==> config.mk <==
export PLATFORM = sky130hd
export DESIGN_NAME = multicycle_control
export DESIGN_NICKNAME = d
export VERILOG_FILES = /design/src/rtl/multicycle_control_pkg.sv /design/src/rtl/multicycle_control_decode.sv /design/src/rtl/multicycle_control.sv
export SDC_FILE = /design/constraint.sdc
export NUM_CORES = 1
export LEC_CHECK = 0
export CORE_UTILIZATION = 34
export DETAILED_ROUTE_END_ITERATION = 8
export GPL_TIMING_DRIVEN = 0
export PLACE_DENSITY = 0.74
export SLEW_MARGIN = 20
export SYNTH_ARGS = -nofsm -noshare
export SYNTH_HDL_FRONTEND = slang
export SYNTH_SLANG_ARGS = --single-unit
==> constraint.sdc <==
create_clock -name clk_in -period 1.2 [get_ports clk_in]
set_input_delay 0.24 -clock clk_in [delete_from_list [all_inputs] [get_ports clk_in]]
set_output_delay 0.24 -clock clk_in [all_outputs]
set_load 0.01 [all_outputs]
==> src/rtl/multicycle_control_pkg.sv <==
// Shared encodings for the multicycle MIPS control path: opcodes, ALU operation
// codes, mux selects, the controller state enum and the bundled control word.
package mips_pkg;

    localparam logic [5:0] OP_RTYPE = 6'b000000;
    localparam logic [5:0] OP_LW    = 6'b100011;
    localparam logic [5:0] OP_SW    = 6'b101011;
    localparam logic [5:0] OP_BEQ   = 6'b000100;
    localparam logic [5:0] OP_J     = 6'b000010;
    localparam logic [5:0] OP_ADDI  = 6'b001000;

    localparam logic [1:0] ALUOP_ADD   = 2'b00;
    localparam logic [1:0] ALUOP_SUB   = 2'b01;
    localparam logic [1:0] ALUOP_FUNCT = 2'b10;

    localparam logic [1:0] SRCB_REG    = 2'b00;
    localparam logic [1:0] SRCB_FOUR   = 2'b01;
    localparam logic [1:0] SRCB_IMM    = 2'b10;
    localparam logic [1:0] SRCB_IMMSH2 = 2'b11;

    localparam logic [1:0] PCSRC_ALU    = 2'b00;
    localparam logic [1:0] PCSRC_ALUOUT = 2'b01;
    localparam logic [1:0] PCSRC_JUMP   = 2'b10;

    typedef enum logic [3:0] {
        FETCH    = 4'd0,
        DECODE   = 4'd1,
        MEMADR   = 4'd2,
        MEMREAD  = 4'd3,
        MEMWB    = 4'd4,
        MEMWRITE = 4'd5,
        EXECUTE  = 4'd6,
        ALUWB    = 4'd7,
        BRANCH   = 4'd8,
        ADDIEXEC = 4'd9,
        ADDIWB   = 4'd10,
        JUMP     = 4'd11
    } state_t;

    typedef struct packed {
        logic       pcEn;
        logic       iorD;
        logic       memRead;
        logic       memWrite;
        logic       irWrite;
        logic       regDst;
        logic       memToReg;
        logic       regWrite;
        logic       aluSrcA;
        logic [1:0] aluSrcB;
        logic [1:0] aluOp;
        logic [1:0] pcSource;
    } ctrl_t;

    function automatic logic isLegalOpcode(input logic [5:0] op);
        return (op == OP_RTYPE) || (op == OP_LW) || (op == OP_SW) ||
               (op == OP_BEQ) || (op == OP_J) || (op == OP_ADDI);
    endfunction

endpackage

==> src/rtl/multicycle_control_decode.sv <==
// Combinational decode of the controller state into every datapath enable and
// mux select; only FETCH and BRANCH look at memReady/zero.
module control_output_decode
    import mips_pkg::*;
(
    input  logic   hold,
    input  state_t state,
    input  logic   memReady,
    input  logic   zero,
    output ctrl_t  ctrl
);

    logic pcWrite;
    logic pcWriteCond;

    // Every field starts at 0 so each state lists only what it asserts; hold
    // forces the whole word low so reset kills any in-flight memory request.
    always_comb begin
        ctrl        = '0;
        pcWrite     = 1'b0;
        pcWriteCond = 1'b0;
        case (state)
            FETCH: begin
                ctrl.memRead = 1'b1;
                ctrl.aluSrcB = SRCB_FOUR;
                ctrl.aluOp   = ALUOP_ADD;
                ctrl.irWrite = memReady;
                pcWrite      = memReady;
            end
            DECODE: begin
                ctrl.aluSrcB = SRCB_IMMSH2;
                ctrl.aluOp   = ALUOP_ADD;
            end
            MEMADR: begin
                ctrl.aluSrcA = 1'b1;
                ctrl.aluSrcB = SRCB_IMM;
                ctrl.aluOp   = ALUOP_ADD;
            end
            MEMREAD: begin
                ctrl.memRead = 1'b1;
                ctrl.iorD    = 1'b1;
            end
            MEMWB: begin
                ctrl.regWrite = 1'b1;
                ctrl.memToReg = 1'b1;
            end
            MEMWRITE: begin
                ctrl.memWrite = 1'b1;
                ctrl.iorD     = 1'b1;
            end
            EXECUTE: begin
                ctrl.aluSrcA = 1'b1;
                ctrl.aluSrcB = SRCB_REG;
                ctrl.aluOp   = ALUOP_FUNCT;
            end
            ALUWB: begin
                ctrl.regWrite = 1'b1;
                ctrl.regDst   = 1'b1;
            end
            BRANCH: begin
                ctrl.aluSrcA  = 1'b1;
                ctrl.aluSrcB  = SRCB_REG;
                ctrl.aluOp    = ALUOP_SUB;
                ctrl.pcSource = PCSRC_ALUOUT;
                pcWriteCond   = 1'b1;
            end
            ADDIEXEC: begin
                ctrl.aluSrcA = 1'b1;
                ctrl.aluSrcB = SRCB_IMM;
                ctrl.aluOp   = ALUOP_ADD;
            end
            ADDIWB: begin
                ctrl.regWrite = 1'b1;
            end
            JUMP: begin
                ctrl.pcSource = PCSRC_JUMP;
                pcWrite       = 1'b1;
            end
            default: begin
                ctrl = '0;
            end
        endcase
        ctrl.pcEn = pcWrite | (pcWriteCond & zero);
        if (hold) begin
            ctrl = '0;
        end
    end

endmodule

==> src/rtl/multicycle_control.sv <==
// Main control FSM of the multicycle MIPS datapath: holds the state register and
// next-state logic, and exposes the decoded control word on individual ports.
module multicycle_control
    import mips_pkg::*;
(
    input  logic       clk_in,
    input  logic       reset_in,
    input  logic [5:0] opcode_in,
    input  logic       zero_in,
    input  logic       memReady_in,
    output logic       pcEn_out,
    output logic       iorD_out,
    output logic       memRead_out,
    output logic       memWrite_out,
    output logic       irWrite_out,
    output logic       regDst_out,
    output logic       memToReg_out,
    output logic       regWrite_out,
    output logic       aluSrcA_out,
    output logic [1:0] aluSrcB_out,
    output logic [1:0] aluOp_out,
    output logic [1:0] pcSource_out,
    output logic       illegal_out,
    output logic [3:0] state_out
);

    state_t state;
    state_t nextState;
    logic   illegalSeen;
    ctrl_t  ctrl;

    always_ff @(posedge clk_in or posedge reset_in) begin
        if (reset_in) begin
            state <= FETCH;
        end else begin
            state <= nextState;
        end
    end

    // Memory states wait on memReady; the opcode is read straight from the IR
    // in DECODE and MEMADR because it stays stable for the whole instruction.
    always_comb begin
        nextState   = state;
        illegalSeen = 1'b0;
        case (state)
            FETCH: begin
                if (memReady_in) begin
                    nextState = DECODE;
                end
            end
            DECODE: begin
                case (opcode_in)
                    OP_LW, OP_SW: nextState = MEMADR;
                    OP_RTYPE:     nextState = EXECUTE;
                    OP_BEQ:       nextState = BRANCH;
                    OP_J:         nextState = JUMP;
                    OP_ADDI:      nextState = ADDIEXEC;
                    default: begin
                        nextState   = FETCH;
                        illegalSeen = 1'b1;
                    end
                endcase
            end
            MEMADR: begin
                nextState = (opcode_in == OP_SW) ? MEMWRITE : MEMREAD;
            end
            MEMREAD: begin
                if (memReady_in) begin
                    nextState = MEMWB;
                end
            end
            MEMWB:    nextState = FETCH;
            MEMWRITE: begin
                if (memReady_in) begin
                    nextState = FETCH;
                end
            end
            EXECUTE:  nextState = ALUWB;
            ALUWB:    nextState = FETCH;
            BRANCH:   nextState = FETCH;
            ADDIEXEC: nextState = ADDIWB;
            ADDIWB:   nextState = FETCH;
            JUMP:     nextState = FETCH;
            default:  nextState = FETCH;
        endcase
    end

    control_output_decode outputDecode (
        .hold     (reset_in),
        .state    (state),
        .memReady (memReady_in),
        .zero     (zero_in),
        .ctrl     (ctrl)
    );

    assign pcEn_out     = ctrl.pcEn;
    assign iorD_out     = ctrl.iorD;
    assign memRead_out  = ctrl.memRead;
    assign memWrite_out = ctrl.memWrite;
    assign irWrite_out  = ctrl.irWrite;
    assign regDst_out   = ctrl.regDst;
    assign memToReg_out = ctrl.memToReg;
    assign regWrite_out = ctrl.regWrite;
    assign aluSrcA_out  = ctrl.aluSrcA;
    assign aluSrcB_out  = ctrl.aluSrcB;
    assign aluOp_out    = ctrl.aluOp;
    assign pcSource_out = ctrl.pcSource;
    assign illegal_out  = illegalSeen & ~reset_in;
    assign state_out    = reset_in ? 4'd0 : 4'(state);

endmodule
==> key figures <==
Run status
  – Status: finished with violations
  – Failing checks: setup timing

Finish
  – Filler Cells Inserted: 51
  – Register name with the most flops: state
  – Fin cells: 162
  – Max reg flops: 4
  – NumNets Final: 158
  – Biggest regs: state (4)
  – P&R area growth vs syn: 153.3%
  – Inserted Diodes: 0
  – Layout cell share with drive strength beyond 1: 0.7260
  – Post-route core utilization: 0.9416

Floorplanning
  – Core area: 1541 um2
  – Chip height: 43.06 um
  – Die Area: 1854 um2
  – # rows: 14
  – Ports: 30
  – Initial Util: 0.3718
  – Die width: 43.06 um

Yosys
  – Mean post-synth cell area: 6.822 um2
  – Most used DFF post-synth: dfrtp_1
  – YS warnings: 0
  – Post-synth EDFFs: 0
  – Synth cell types: 31
  – Post-synth net total: 94
  – Synth Register Bits: 4
  – Most common cell in the netlist: nor3_1
  – Yosys top cell area share: 0.1747
  – Synth area leader: dfrtp_1
  – Mapped cell area: 573.1 um2
  – Register area share after synthesis: 0.1747
  – Async SR Flop Fraction: 1.000
  – Commonest cells post-synth: nor3_1 (11), nand2_1 (8), nor2_1 (7), a21oi_1 (5)
  – Post-Syn Instances: 84
  – Synth top area cells: dfrtp_1 (17%), nor3_1 (9.6%), xor2_1 (6.1%), nand2_1 (5.2%), nor2_1 (4.6%)

Clock network
  – Max clock buf depth: 2
  – CTS Buf Count: 3
  – Hold Buf Count CTS: 0
  – CTS H-tree depth: 1
  – CTS clk-pin slew, worst paths: 0.04 ns
  – TritonCTS clock tree: done
  – CTS Sinks: 4
  – Clk Latency, worst-skew pair: 0.24 ns
  – Clk root buf: clkbuf_4

Placement
  – Post-DP HPWL: 1394 um
  – Final GP Congestion: 0.8395
  – Port Buf Inserts: 28
  – DP Cell Count: 128
  – Setup WS pre-CTS: -1.053 ns

Drt
  – Residual DRC: 0
  – DR vias: 1023
  – Post-DRT Antenna Nets: 0
  – Vias per std cell: 6.315
  – Drt pass-1 iters: 4
  – Average wire per standard cell: 22.27 um
  – Initial DRC count: 65
  – Post-Route WL: 3608 um

Worst setup path
  – Worst Setup Start Kind: register
  – Worst Path Max Fanout: 6
  – WP data arrival: 1.50 ns
  – Required time worst endpoint: 0.96 ns
  – Crit path kind: reg -> out
  – Reg2reg path depth: 7
  – Worst setup EP type: output port

Power and ir drop
  – VDD IR-drop max: 876.7 uV
  – Power Dens Cells: 1632 nW/um2
  – Leak: 0.6814 nW

Timing
  – Worst setup margin: -0.5395 ns
  – Fmax: 574.9 MHz
  – Layout Skew: 0.001407 ns
  – Minimum clock period: 1.739 ns
  – Slew @ Worst Pin: 0.3864 ns
  – RSZ-0062 raised after global routing: yes
  – Final hold vios: 0
  – Slew Viols, Final: 0
  – Final setup TNS: -9.042 ns
  – Max_slew headroom: 0.7424
  – Final hold slack: 0.3045 ns
  – Final period utilization: 1.450
  – Endpoints failing setup: 24

Global route
  – First-pass GRT wire length: 4319 um
  – GRT Resource Usage Total: 0.3208
  – Initial antenna violation count: 0
  – Largest net degree at the start of global routing: 9
  – GR Overflow Total: 0
  – Vias in the first global route: 909

Job
  – Max-cap violations: 0

Worst hold path
  – Worst Hold Class: in -> async
[placed cells by master (no fill, tap or decap), types with 2 or more instances in the layout]
cell type      Yosys  final
xor2_1             4      3
nand2_8            0      2
buf_8              0      3
buf_16             0      2
nor2_1             7      2
a21oi_2            1      5
dlygate4sd2_1      0      5
and3_4             1      3
nor4_4             0      3
o21ai_1            3      5
nor2b_4            0      2
buf_12             0      2
buf_4              2     10
buf_2              3     17
nor3_1            11      2
clkbuf_4           0      3
nor3_2             0      8
nand2_1            8      4
dfrtp_1            4      4
nor2_2             0      4
nand2b_4           0      2
a31oi_1            2      2
buf_6              1     25
[critical path, cell delays in order, from the launching register on]
cell and delay, ns:
dfrtp_1 0.35, buf_8 0.14, clkinvlp_4 0.18, nor3_2 0.23
nor2_1 0.07, nor2_2 0.12, buf_2 0.15
[cell type report]
class,instances,area [um2],share of cell area
Sequential cell,4,100.1,0.06897
Clock buffer,3,22.52,0.01552
Tap cell,16,20.02,0.01379
Buffer,7,91.34,0.06293
Multi-Input combinational cell,69,633.1,0.4362
Timing Repair Buffer,59,555.5,0.3828
Inverter,4,28.78,0.01983
[power breakdown]
| group | switching, W | total, W | leakage (nW) | internal (W) |
|---|---|---|---|---|
| combinational | 0.000966 | 0.00200 | 0.614 | 0.00104 |
| clock | 0.0000664 | 0.000179 | 0.0138 | 0.000113 |
| sequential | 0.0000209 | 0.000189 | 0.0534 | 0.000168 |
| total | 0.00105 | 0.00237 | 0.681 | 0.00132 |
[cell families after synthesis]
family	synth area share
mux	0.01747
simple gates	0.4214
buf+inv	0.1222
xor+xnor	0.06113
flops	0.1747
compound gates	0.2031
[stage by stage]
stage	power, W	cell area (um2)
detailed placement	0.001196	984.7
CTS	0.001947	1269
global placement	0.001175	984.7
global route	0.002419	1451
floorplan	0.0008621	684.4
finish	0.002369	1451
[what timing repair did]
action	CTS	global route
gates cloned	2	0
gates resized for setup	135	28
pin swaps	16	11
buffers inserted	20	10
endpoints found under the setup margin	23	24
[path summary, 6_finish.rpt]
check | startpoint | end | slack [ns]
worst max-delay path | state[2] | regWrite_out | -0.54
worst min-delay path | reset_in | state[0] | 0.30
worst max register to register | state[2] | state[2] | -0.31
worst min register to register | state[1] | state[3] | 0.71
max in group asynchronous | reset_in | state[1] | 0.77
min in group clk_in | opcode_in[2] | state[0] | 0.41
[layer usage]
metal	vias up	wire (um)	global-route usage
met5	-	0	0
met4	0	212	0.1152
met3	25	311	0.04681
met2	81	1795	0.6061
met1	492	1288	0.3568
li1	425	-	-
Power figures use the tool's default switching activity.
